## config.mk

```make
export PLATFORM = sky130hd
export DESIGN_NAME = fft_peak_sort
export DESIGN_NICKNAME = d
export VERILOG_FILES = /design/src/rtl/fft_peak_sort.sv
export SDC_FILE = /design/constraint.sdc
export NUM_CORES = 1
export LEC_CHECK = 0
export ABC_AREA = 1
export BUFFER_PORTS_ARGS = -buffer_cell sky130_fd_sc_hd__buf_2
export CAP_MARGIN = 20
export CORE_UTILIZATION = 50
export CTS_CLUSTER_DIAMETER = 50
export CTS_CLUSTER_SIZE = 24
export DETAILED_ROUTE_END_ITERATION = 10
export PLACE_DENSITY = 0.65
export SLEW_MARGIN = 20
export SYNTH_ARGS = -nofsm -noshare
export SYNTH_HDL_FRONTEND = slang
export SYNTH_SLANG_ARGS = --single-unit
```

## constraint.sdc

```tcl
create_clock -name clk -period 6.57 [get_ports clk]
set_input_delay 0.9855 -clock clk [delete_from_list [all_inputs] [get_ports clk]]
set_output_delay 0.9855 -clock clk [all_outputs]
set_load 0.005 [all_outputs]
```

## src/rtl/fft_peak_sort.sv

```systemverilog
// Scans one frame of FFT magnitudes and finds the DC bin and the AC peak in BIN_LO..BIN_HI.
// It converts the peak bin index to heart rate in BPM and publishes all three results together.
module fft_peak_sort #(
  parameter int N_BINS   = 512,
  parameter int SKIP     = 1,
  parameter int BIN_LO   = 7,
  parameter int BIN_HI   = 34,
  parameter int HR_SCALE = 375,
  parameter int HR_SHIFT = 6,
  parameter int GAP_MAX  = 64
) (
  input  logic        clk,
  input  logic        reset_n,
  input  logic        sqrt_dv,
  input  logic [23:0] data_from_sqrt,
  output logic [23:0] AC_comp,
  output logic [23:0] DC_comp,
  output logic [9:0]  HR,
  output logic        sort_DV,
  output logic        frame_err
);

  localparam int TOTAL = SKIP + N_BINS;
  localparam int CW    = $clog2(TOTAL + 1);
  localparam int GW    = $clog2(GAP_MAX + 1);

  typedef enum logic [1:0] {IDLE, COLLECT, CALC, EMIT} state_t;

  state_t          state_reg;
  logic [CW-1:0]   cnt_reg;
  logic [GW-1:0]   gap_reg;
  logic [23:0]     max_reg;
  logic [CW-1:0]   idx_reg;
  logic [23:0]     dc_reg;

  logic [CW-1:0]   k_cur;
  logic [CW-1:0]   bin_cur;
  logic            is_bin;
  logic            is_last;
  logic            in_win;
  logic [23:0]     max_base;
  logic [CW-1:0]   idx_base;
  logic [23:0]     dc_base;
  logic [23:0]     max_next;
  logic [CW-1:0]   idx_next;
  logic [23:0]     dc_next;
  logic [24:0]     hr_prod;
  logic [24:0]     hr_raw;
  logic [9:0]      hr_sat;

  // The strobe that starts a frame arrives in IDLE, so it is processed as strobe 0
  // against freshly cleared trackers rather than the previous frame's leftovers.
  always_comb begin
    k_cur    = (state_reg == IDLE) ? '0 : cnt_reg;
    bin_cur  = k_cur - CW'(SKIP);
    is_bin   = (k_cur >= CW'(SKIP));
    is_last  = (k_cur == CW'(TOTAL - 1));
    in_win   = is_bin && (bin_cur >= CW'(BIN_LO)) && (bin_cur <= CW'(BIN_HI));
    max_base = (state_reg == IDLE) ? '0 : max_reg;
    idx_base = (state_reg == IDLE) ? CW'(BIN_LO) : idx_reg;
    dc_base  = (state_reg == IDLE) ? '0 : dc_reg;
    max_next = max_base;
    idx_next = idx_base;
    dc_next  = dc_base;
    if (is_bin && (bin_cur == '0))
      dc_next = data_from_sqrt;
    // Strictly greater keeps the lowest bin on ties.
    if (in_win && (data_from_sqrt > max_base)) begin
      max_next = data_from_sqrt;
      idx_next = bin_cur;
    end
  end

  always_comb begin
    hr_prod = 25'(idx_reg) * 25'(HR_SCALE);
    hr_raw  = hr_prod >> HR_SHIFT;
    hr_sat  = (|hr_raw[24:10]) ? 10'd1023 : hr_raw[9:0];
  end

  // Results are loaded on the CALC->EMIT edge so they and sort_DV are visible
  // during the EMIT cycle, two cycles after the final-bin strobe.
  always_ff @(posedge clk or negedge reset_n) begin
    if (!reset_n) begin
      state_reg <= IDLE;
      cnt_reg   <= '0;
      gap_reg   <= '0;
      max_reg   <= '0;
      idx_reg   <= CW'(BIN_LO);
      dc_reg    <= '0;
      AC_comp   <= '0;
      DC_comp   <= '0;
      HR        <= '0;
      sort_DV   <= 1'b0;
      frame_err <= 1'b0;
    end else begin
      sort_DV   <= 1'b0;
      frame_err <= 1'b0;
      case (state_reg)
        IDLE, COLLECT: begin
          if (sqrt_dv) begin
            cnt_reg   <= k_cur + CW'(1);
            gap_reg   <= '0;
            max_reg   <= max_next;
            idx_reg   <= idx_next;
            dc_reg    <= dc_next;
            state_reg <= is_last ? CALC : COLLECT;
          end else if (state_reg == COLLECT) begin
            if (gap_reg >= GW'(GAP_MAX - 1)) begin
              gap_reg   <= GW'(GAP_MAX);
              frame_err <= 1'b1;
              state_reg <= IDLE;
            end else begin
              gap_reg <= gap_reg + GW'(1);
            end
          end
        end
        CALC: begin
          AC_comp   <= max_reg;
          DC_comp   <= dc_reg;
          HR        <= hr_sat;
          sort_DV   <= 1'b1;
          frame_err <= sqrt_dv;
          state_reg <= EMIT;
        end
        EMIT: begin
          frame_err <= sqrt_dv;
          state_reg <= IDLE;
        end
        default: state_reg <= IDLE;
      endcase
    end
  end

endmodule

```

==> impl_metrics.prom, run 1 <==
# TYPE chip_impl_metric gauge
chip_impl_metric{name="synth_seq_cells",unit=""} 137
chip_impl_info{name="endpoint_kind",value="flop"} 1
chip_impl_metric{name="syn_avg_cell_area",unit="µm²"} 7.767
chip_impl_metric{name="total_leakage_power",unit="µW"} 0.006068
chip_impl_metric{name="deepest_level_of_the_cts_h_tree",unit=""} 4
chip_impl_metric{name="crit_required",unit="ns"} 6.89
chip_impl_info{name="netlist_top_cells_area",value="dfrtp_1 (37%), nand2_1 (17%), ha_1 (11%)"} 1
chip_impl_metric{name="postCtsSetupRepairBufs",unit=""} 0
chip_impl_metric{name="rrSetupSlack",unit="ns"} 1.86
chip_impl_metric{name="pin_count",unit=""} 87
chip_impl_metric{name="layout-drive-gt1-share",unit="%"} 13.49
chip_impl_info{name="synth.largest_area_cell",value="dfrtp_1"} 1
chip_impl_metric{name="hold_viol",unit=""} 0
chip_impl_info{name="tritoncts",value="yes"} 1
chip_impl_metric{name="crit_arrival",unit="ns"} 5.03
chip_impl_metric{name="cts-buffers-inserted",unit=""} 17
chip_impl_metric{name="routed_wire_length_per_instance",unit="µm"} 14.01
chip_impl_metric{name="globalRoute.totalOverflow",unit=""} 0
chip_impl_metric{name="vias_in_the_first_global_route",unit=""} 7246
chip_impl_info{name="yosysMostFrequentCell",value="nand2_1"} 1
chip_impl_metric{name="synth_top_area_share",unit="%"} 36.65
chip_impl_metric{name="timing.slew.headroom",unit="%"} 28.92
chip_impl_info{name="min-delay-start",value="DC_comp[3]"} 1
chip_impl_metric{name="fin_ws",unit="ns"} 1.864
chip_impl_info{name="start_kind",value="flop"} 1
chip_impl_metric{name="final-setup-viol-count",unit=""} 0
chip_impl_info{name="reg2reg_start",value="idx_reg[4]"} 1
chip_impl_metric{name="cts.sink_count",unit=""} 137
chip_impl_metric{name="synth.lib_cells_used.distinct",unit=""} 42
chip_impl_metric{name="timing.reg2reg.worst_path_depth",unit=""} 20
chip_impl_metric{name="rows",unit=""} 49
chip_impl_metric{name="numnets_final",unit=""} 1396
chip_impl_metric{name="firstDrtPassIters",unit=""} 5
chip_impl_metric{name="hold-path-cell-count",unit=""} 2
chip_impl_metric{name="post-route-drc-count",unit=""} 0
chip_impl_metric{name="peakVddDrop",unit="µV"} 497.7
chip_impl_metric{name="syn_nets",unit=""} 1319
chip_impl_metric{name="achievable-frequency",unit="MHz"} 212.5
chip_impl_info{name="status",value="finished clean"} 1
chip_impl_metric{name="clock_insertion_delay_worst_skew",unit="ns"} 0.43
chip_impl_metric{name="post_route_worst_hold_slack",unit="ns"} 0.4619
chip_impl_metric{name="path_clk_slew",unit="ns"} 0.06
chip_impl_metric{name="setup_total_negative_slack",unit="ns"} 0
chip_impl_metric{name="drt-total-wl",unit="µm"} 20970
chip_impl_info{name="min_path_type",value="flop to flop"} 1
chip_impl_metric{name="initial_utilization",unit="%"} 50.94
chip_impl_info{name="cts.root.buffer_cell",value="clkbuf_16"} 1
chip_impl_metric{name="wire_length_of_the_first_global_routing_pass",unit="µm"} 35170
chip_impl_metric{name="ant_nets",unit=""} 0
chip_impl_metric{name="num-fill-cells",unit=""} 1716
chip_impl_metric{name="worstPathMaxFanout",unit=""} 10
chip_impl_metric{name="core_area",unit="µm²"} 17960
chip_impl_info{name="synthTopCellsByCount",value="nand2_1 (408), inv_1 (185), dfrtp_1 (134), ha_1 (77), nand3_1 (76)"} 1
chip_impl_metric{name="synthToLayoutAreaGrowth",unit="%"} 12.99
chip_impl_info{name="timing.hold.worst_endpoint",value="DC_comp[3]"} 1
chip_impl_metric{name="detailedPlace.worstSlack",unit="ns"} 1.898
chip_impl_metric{name="maxSlewViolCount",unit=""} 0
chip_impl_metric{name="post_synth_instance_area",unit="µm²"} 9150
chip_impl_metric{name="detailedPlacementHpwl",unit="µm"} 15400
chip_impl_metric{name="post_cts_resize_count",unit=""} 0
chip_impl_metric{name="die_w",unit="µm"} 137.3
chip_impl_metric{name="grt.total_usage",unit="%"} 24.13
chip_impl_metric{name="cts_hold_buf",unit=""} 0
chip_impl_metric{name="drt_iter0_drc",unit=""} 446
chip_impl_metric{name="cts_max_path_buffers",unit=""} 2
chip_impl_metric{name="worst-slew-pin-transition",unit="ns"} 1.065
chip_impl_metric{name="netlist_instances",unit=""} 1178
chip_impl_metric{name="synth-seq-area-share",unit="%"} 37.51
chip_impl_metric{name="cell_area_power_density",unit="nW/µm²"} 459.9
chip_impl_metric{name="drv_cap",unit=""} 0
chip_impl_info{name="regToRegEndpoint",value="HR[3]"} 1
chip_impl_metric{name="synth_edf_count",unit=""} 0
chip_impl_metric{name="count_of_warnings_emitted_by_yosys",unit=""} 0
chip_impl_metric{name="die_height",unit="µm"} 137.3
chip_impl_info{name="dominantRegCellSynth",value="dfrtp_1"} 1
chip_impl_metric{name="finalWeightedCongestion",unit=""} 0.8459
chip_impl_info{name="rsz0062_at_grt",value="no"} 1
chip_impl_metric{name="final.setup_skew",unit="ns"} 0.01060
chip_impl_metric{name="ys_async_sr_fraction",unit="%"} 100.0
chip_impl_metric{name="grt_antenna_before_repair",unit=""} 0
chip_impl_metric{name="antenna-diode-count",unit=""} 0
chip_impl_metric{name="io_buffers",unit=""} 86
chip_impl_metric{name="drt-vias-per-instance",unit=""} 5.003
chip_impl_metric{name="finalCriticalPeriod",unit="ns"} 4.706
chip_impl_metric{name="fp.dieArea",unit="µm²"} 18840
chip_impl_metric{name="grt_max_degree",unit=""} 90
chip_impl_metric{name="dr_total_vias",unit=""} 7490
chip_impl_metric{name="finalCritPeriodShare",unit="%"} 71.63
chip_impl_info{name="critPathKind",value="flop to flop"} 1
[how the worst max path moves through the flow]
| stage | start | to | slack (ns) | cells past startpoint |
|---|---|---|---|---|
| global route | idx_reg[5] | HR[3] | 1.39 | 20 |
| floorplan | idx_reg[4] | HR[0] | 2.37 | 20 |
| finish | idx_reg[4] | HR[3] | 1.86 | 20 |
| global placement | idx_reg[5] | HR[8] | 2.01 | 20 |
| detailed placement | idx_reg[4] | HR[3] | 1.90 | 20 |
| CTS | idx_reg[5] | HR[3] | 1.84 | 20 |
[metal layers]
metal	vias up	global-route usage, %	wire (µm)
met5	-	0	0
met4	0	5.922	221
met3	15	3.863	895
met2	165	38.16	9547
met1	3507	34.52	10300
li1	3803	-	-
[critical path, cell delays in order, from the launching register on]
cell and delay, ns:
dfrtp_1 0.49, fa_1 0.57, inv_1 0.05, fa_1 0.50, inv_1 0.04, ha_1 0.26, inv_1 0.05, fa_1 0.52
inv_1 0.04, ha_1 0.34, nand2_1 0.06, o21ai_0 0.36, inv_1 0.07, o21ai_0 0.33, nand2_1 0.12, nand3_1 0.09
nand4_1 0.11, nor2_2 0.34, nand2_1 0.13, nand2_1 0.09, inv_1 0.04
[where the power goes]
group | internal, µW | switching, µW | total (µW) | leakage, µW
registers | 953 | 111 | 1060 | 0.00188
clock network | 506 | 426 | 933 | 0.000282
logic | 1050 | 1700 | 2760 | 0.00391
[stage by stage]
step           total power [µW]  cells  util, %  cell area (µm²)
4_1_cts                    4807   1497    57.53            10330
5_1_grt                    5303   1497    57.55            10340
6_report                   4754   1497    57.55            10340
3_5_place_dp               3856   1465    54.32             9758
2_1_floorplan              3250   1178        -             9150
3_3_place_gp               3801   1465    54.32             9758
[cell usage in the layout (no fill, tap or decap), types with 13 or more instances in the layout]
cell type  netlist  layout
dfrtp_1        134     134
a21oi_1         29      29
buf_2            3      85
ha_1            77      77
xor2_1          13      13
o21ai_0         23      23
clkbuf_16        0      17
inv_1          185     185
nand2_1        408     408
nand3_1         76      75
o21ai_1         24      24
fa_1            37      37
nor2_1          58      56
[logic make-up after synthesis]
group | Yosys count | share of synthesized area, %
compound gates | 92 | 5.565
xor+xnor | 14 | 1.340
fa+ha+maj | 114 | 18.62
buf+inv | 225 | 9.654
flops | 137 | 37.51
simple gates | 596 | 27.31
[final cells by class]
cell class | count | area [µm²] | area share (%)
sequential | 137 | 3432 | 33.20
multi-input combinational | 816 | 4850 | 46.91
inverter | 192 | 720.7 | 6.971
clock inverter | 15 | 150.1 | 1.452
clock buffer | 17 | 425.4 | 4.115
timing repair buffer | 91 | 474.2 | 4.587
tap | 229 | 286.5 | 2.771
Power figures use the tool's default switching activity.
==> run 2: changes to the inputs <==
Clock period 6.57 ns to 4.5 ns, I/O delays scaled along.
==> impl_metrics.prom, run 2 (synthesis results as in run 1) <==
# TYPE chip_impl_metric gauge
chip_impl_metric{name="cts.sink_count",unit=""} 137
chip_impl_metric{name="post_route_worst_hold_slack",unit="ns"} 0.2289
chip_impl_metric{name="routed_wire_length_per_instance",unit="µm"} 14.26
chip_impl_metric{name="drt-vias-per-instance",unit=""} 5.036
chip_impl_metric{name="worst-slew-pin-transition",unit="ns"} 1.066
chip_impl_metric{name="num-fill-cells",unit=""} 1668
chip_impl_info{name="min_path_type",value="primary input to asynchronous set/reset pin"} 1
chip_impl_metric{name="peakVddDrop",unit="µV"} 899.9
chip_impl_metric{name="layout-drive-gt1-share",unit="%"} 15.73
chip_impl_metric{name="achievable-frequency",unit="MHz"} 234.3
chip_impl_metric{name="worstPathMaxFanout",unit=""} 8
chip_impl_metric{name="placed_area",unit="µm²"} 9848
chip_impl_info{name="layout.cells.most_common_list",value="nand2_1 (408), inv_1 (185), dfrtp_1 (130), buf_2 (85), nand3_1 (76)"} 1
chip_impl_info{name="mostFrequentLayoutCell",value="nand2_1"} 1
chip_impl_metric{name="layout.core_utilization",unit="%"} 59.05
chip_impl_metric{name="numnets_final",unit=""} 1412
chip_impl_info{name="start_kind",value="flop"} 1
chip_impl_info{name="reg2reg_start",value="idx_reg[6]"} 1
chip_impl_metric{name="deepest_level_of_the_cts_h_tree",unit=""} 4
chip_impl_metric{name="switchingPower",unit="µW"} 3513
chip_impl_info{name="endpoint_kind",value="flop"} 1
chip_impl_info{name="critPathKind",value="flop to flop"} 1
chip_impl_metric{name="crit_arrival",unit="ns"} 4.59
chip_impl_metric{name="clock_insertion_delay_worst_skew",unit="ns"} 0.43
chip_impl_metric{name="power.share.combinational",unit="%"} 60.3
chip_impl_metric{name="hold_viol",unit=""} 0
chip_impl_metric{name="path_clk_slew",unit="ns"} 0.06
chip_impl_metric{name="multi_input_comb_area",unit="µm²"} 4912
chip_impl_metric{name="vias_in_the_first_global_route",unit=""} 7258
chip_impl_metric{name="io_buffers",unit=""} 86
chip_impl_metric{name="grt.total_usage",unit="%"} 24.07
chip_impl_metric{name="rows",unit=""} 49
chip_impl_metric{name="post-route-drc-count",unit=""} 0
chip_impl_metric{name="pwr-share-seq",unit="%"} 19.9
chip_impl_metric{name="total_leakage_power",unit="µW"} 0.006173
chip_impl_metric{name="ant_nets",unit=""} 0
chip_impl_metric{name="drt_iter0_drc",unit=""} 356
chip_impl_info{name="regToRegEndpoint",value="HR[5]"} 1
chip_impl_metric{name="grt_max_degree",unit=""} 64
chip_impl_info{name="tritoncts",value="yes"} 1
chip_impl_info{name="status",value="finished clean"} 1
chip_impl_metric{name="cts-buffers-inserted",unit=""} 17
chip_impl_metric{name="cell_area_power_density",unit="nW/µm²"} 729.7
chip_impl_metric{name="drt-total-wl",unit="µm"} 21600
chip_impl_metric{name="detailedPlacementHpwl",unit="µm"} 15620
chip_impl_metric{name="final-setup-viol-count",unit=""} 0
chip_impl_metric{name="initial_utilization",unit="%"} 50.94
chip_impl_metric{name="wire_length_of_the_first_global_routing_pass",unit="µm"} 34990
chip_impl_info{name="cts.root.buffer_cell",value="clkbuf_16"} 1
chip_impl_metric{name="grt_antenna_before_repair",unit=""} 1
chip_impl_metric{name="die_height",unit="µm"} 137.3
chip_impl_metric{name="power.switching_fraction",unit="%"} 45.39
chip_impl_metric{name="final.setup_skew",unit="ns"} 0.009993
chip_impl_metric{name="internal-power",unit="µW"} 4227
chip_impl_metric{name="drv_cap",unit=""} 0
chip_impl_metric{name="synthToLayoutAreaGrowth",unit="%"} 15.93
chip_impl_metric{name="core_area",unit="µm²"} 17960
chip_impl_metric{name="globalRoute.totalOverflow",unit=""} 0
chip_impl_metric{name="die_w",unit="µm"} 137.3
chip_impl_metric{name="firstDrtPassIters",unit=""} 4
chip_impl_metric{name="postLayoutCellArea",unit="µm²"} 10610
chip_impl_metric{name="power.share.clock",unit="%"} 19.8
chip_impl_info{name="worst_path_max_delay_cell",value="fa_1"} 1
chip_impl_metric{name="maxSlewViolCount",unit=""} 0
chip_impl_metric{name="timing.slew.headroom",unit="%"} 28.80
chip_impl_metric{name="pin_count",unit=""} 87
chip_impl_metric{name="finalWeightedCongestion",unit=""} 0.8638
chip_impl_metric{name="fp.dieArea",unit="µm²"} 18840
chip_impl_metric{name="cts_hold_buf",unit=""} 0
chip_impl_metric{name="timing.reg2reg.worst_path_depth",unit=""} 21
chip_impl_metric{name="crit_required",unit="ns"} 4.82
chip_impl_info{name="timing.critical_path.cells",value="fa_1 -> inv_1 -> fa_1 -> inv_1 -> fa_1 -> inv_1 -> fa_1 -> inv_1 -> ha_2 -> nand2_1 -> a21oi_1 -> nor2_1 -> nand2_1 -> nand4_1 -> nand2_1 -> xor2_1 -> nor2_2 -> buf_4 -> nand2_1 -> nand2_1 -> inv_1"} 1
chip_impl_metric{name="cts_max_path_buffers",unit=""} 2
chip_impl_metric{name="rrSetupSlack",unit="ns"} 0.23
chip_impl_metric{name="finalCriticalPeriod",unit="ns"} 4.269
chip_impl_metric{name="finalCritPeriodShare",unit="%"} 94.86
chip_impl_metric{name="area.sequential",unit="µm²"} 3437
chip_impl_metric{name="dr_total_vias",unit=""} 7625
chip_impl_metric{name="cp_slowest_stage_delay",unit="ns"} 0.55
-- run 2: worst max-delay path by stage --
stage,start,end,slack [ns],cells past startpoint
3_5_place_dp,idx_reg[6],HR[4],0.08,21
6_report,idx_reg[6],HR[5],0.23,21
3_3_place_gp,idx_reg[7],HR[7],0.17,20
2_1_floorplan,idx_reg[4],HR[0],0.30,20
5_1_grt,idx_reg[6],HR[3],-0.02,22
4_1_cts,idx_reg[6],HR[3],0.05,21
-- run 2: timing repair --
| item | 4_1_cts | 5_1_grt |
|---|---|---|
| setup endpoints to repair | 0 | 10 |
| setup buffers | 0 | 3 |
| resized for setup | 0 | 22 |
| hold endpoints to repair | 0 | 0 |
-- run 2: power groups by stage --
stage | Clock (µW) | Sequential, µW | Combinational (µW)
3_3_place_gp | 0 | 1560 | 4110
2_1_floorplan | 0 | 1530 | 3220
5_1_grt | 1610 | 1560 | 5390
3_5_place_dp | 0 | 1560 | 4200
4_1_cts | 1560 | 1540 | 4220
6_report | 1530 | 1540 | 4670
-- run 2: area by class of cell --
cell class                 count  area share, %
multi-input combinational    816          46.31
sequential                   137          32.40
inverter                     192          6.794
timing repair buffer         107          5.638
clock buffer                  18          4.140
tap                          229          2.701
clock inverter                14          1.993
antenna                        1        0.02359
-- run 2: through the flow --
step	instances	worst slack, ns	setup TNS, ns	total power [µW]
floorplan	1178	0.3021	0	4745
global placement	1477	0.1710	0	5663
detailed placement	1477	0.08125	0	5758
CTS	1509	0.05489	0	7316
global route	1514	-0.01745	-0.05381	8562
finish	1514	0.2313	0	7740
-- run 2: worst max-delay path: cells and delay by family, from the launching register on --
family                     cells  cell delay [ns]
xor gates and xnor gates       1             0.07
buffers and inverters          6             0.40
and+or+nand+nor                8             0.66
DFF                            1             0.48
adders and majority gates      5             2.40
AOI/OAI and AO/OA              1             0.12
-- run 2: per-layer routing --
metal  track usage [%]  wire [µm]
met4             8.120        419
met2             38.13       9804
met5                 0          0
met3             4.452        966
met1             33.12      10410
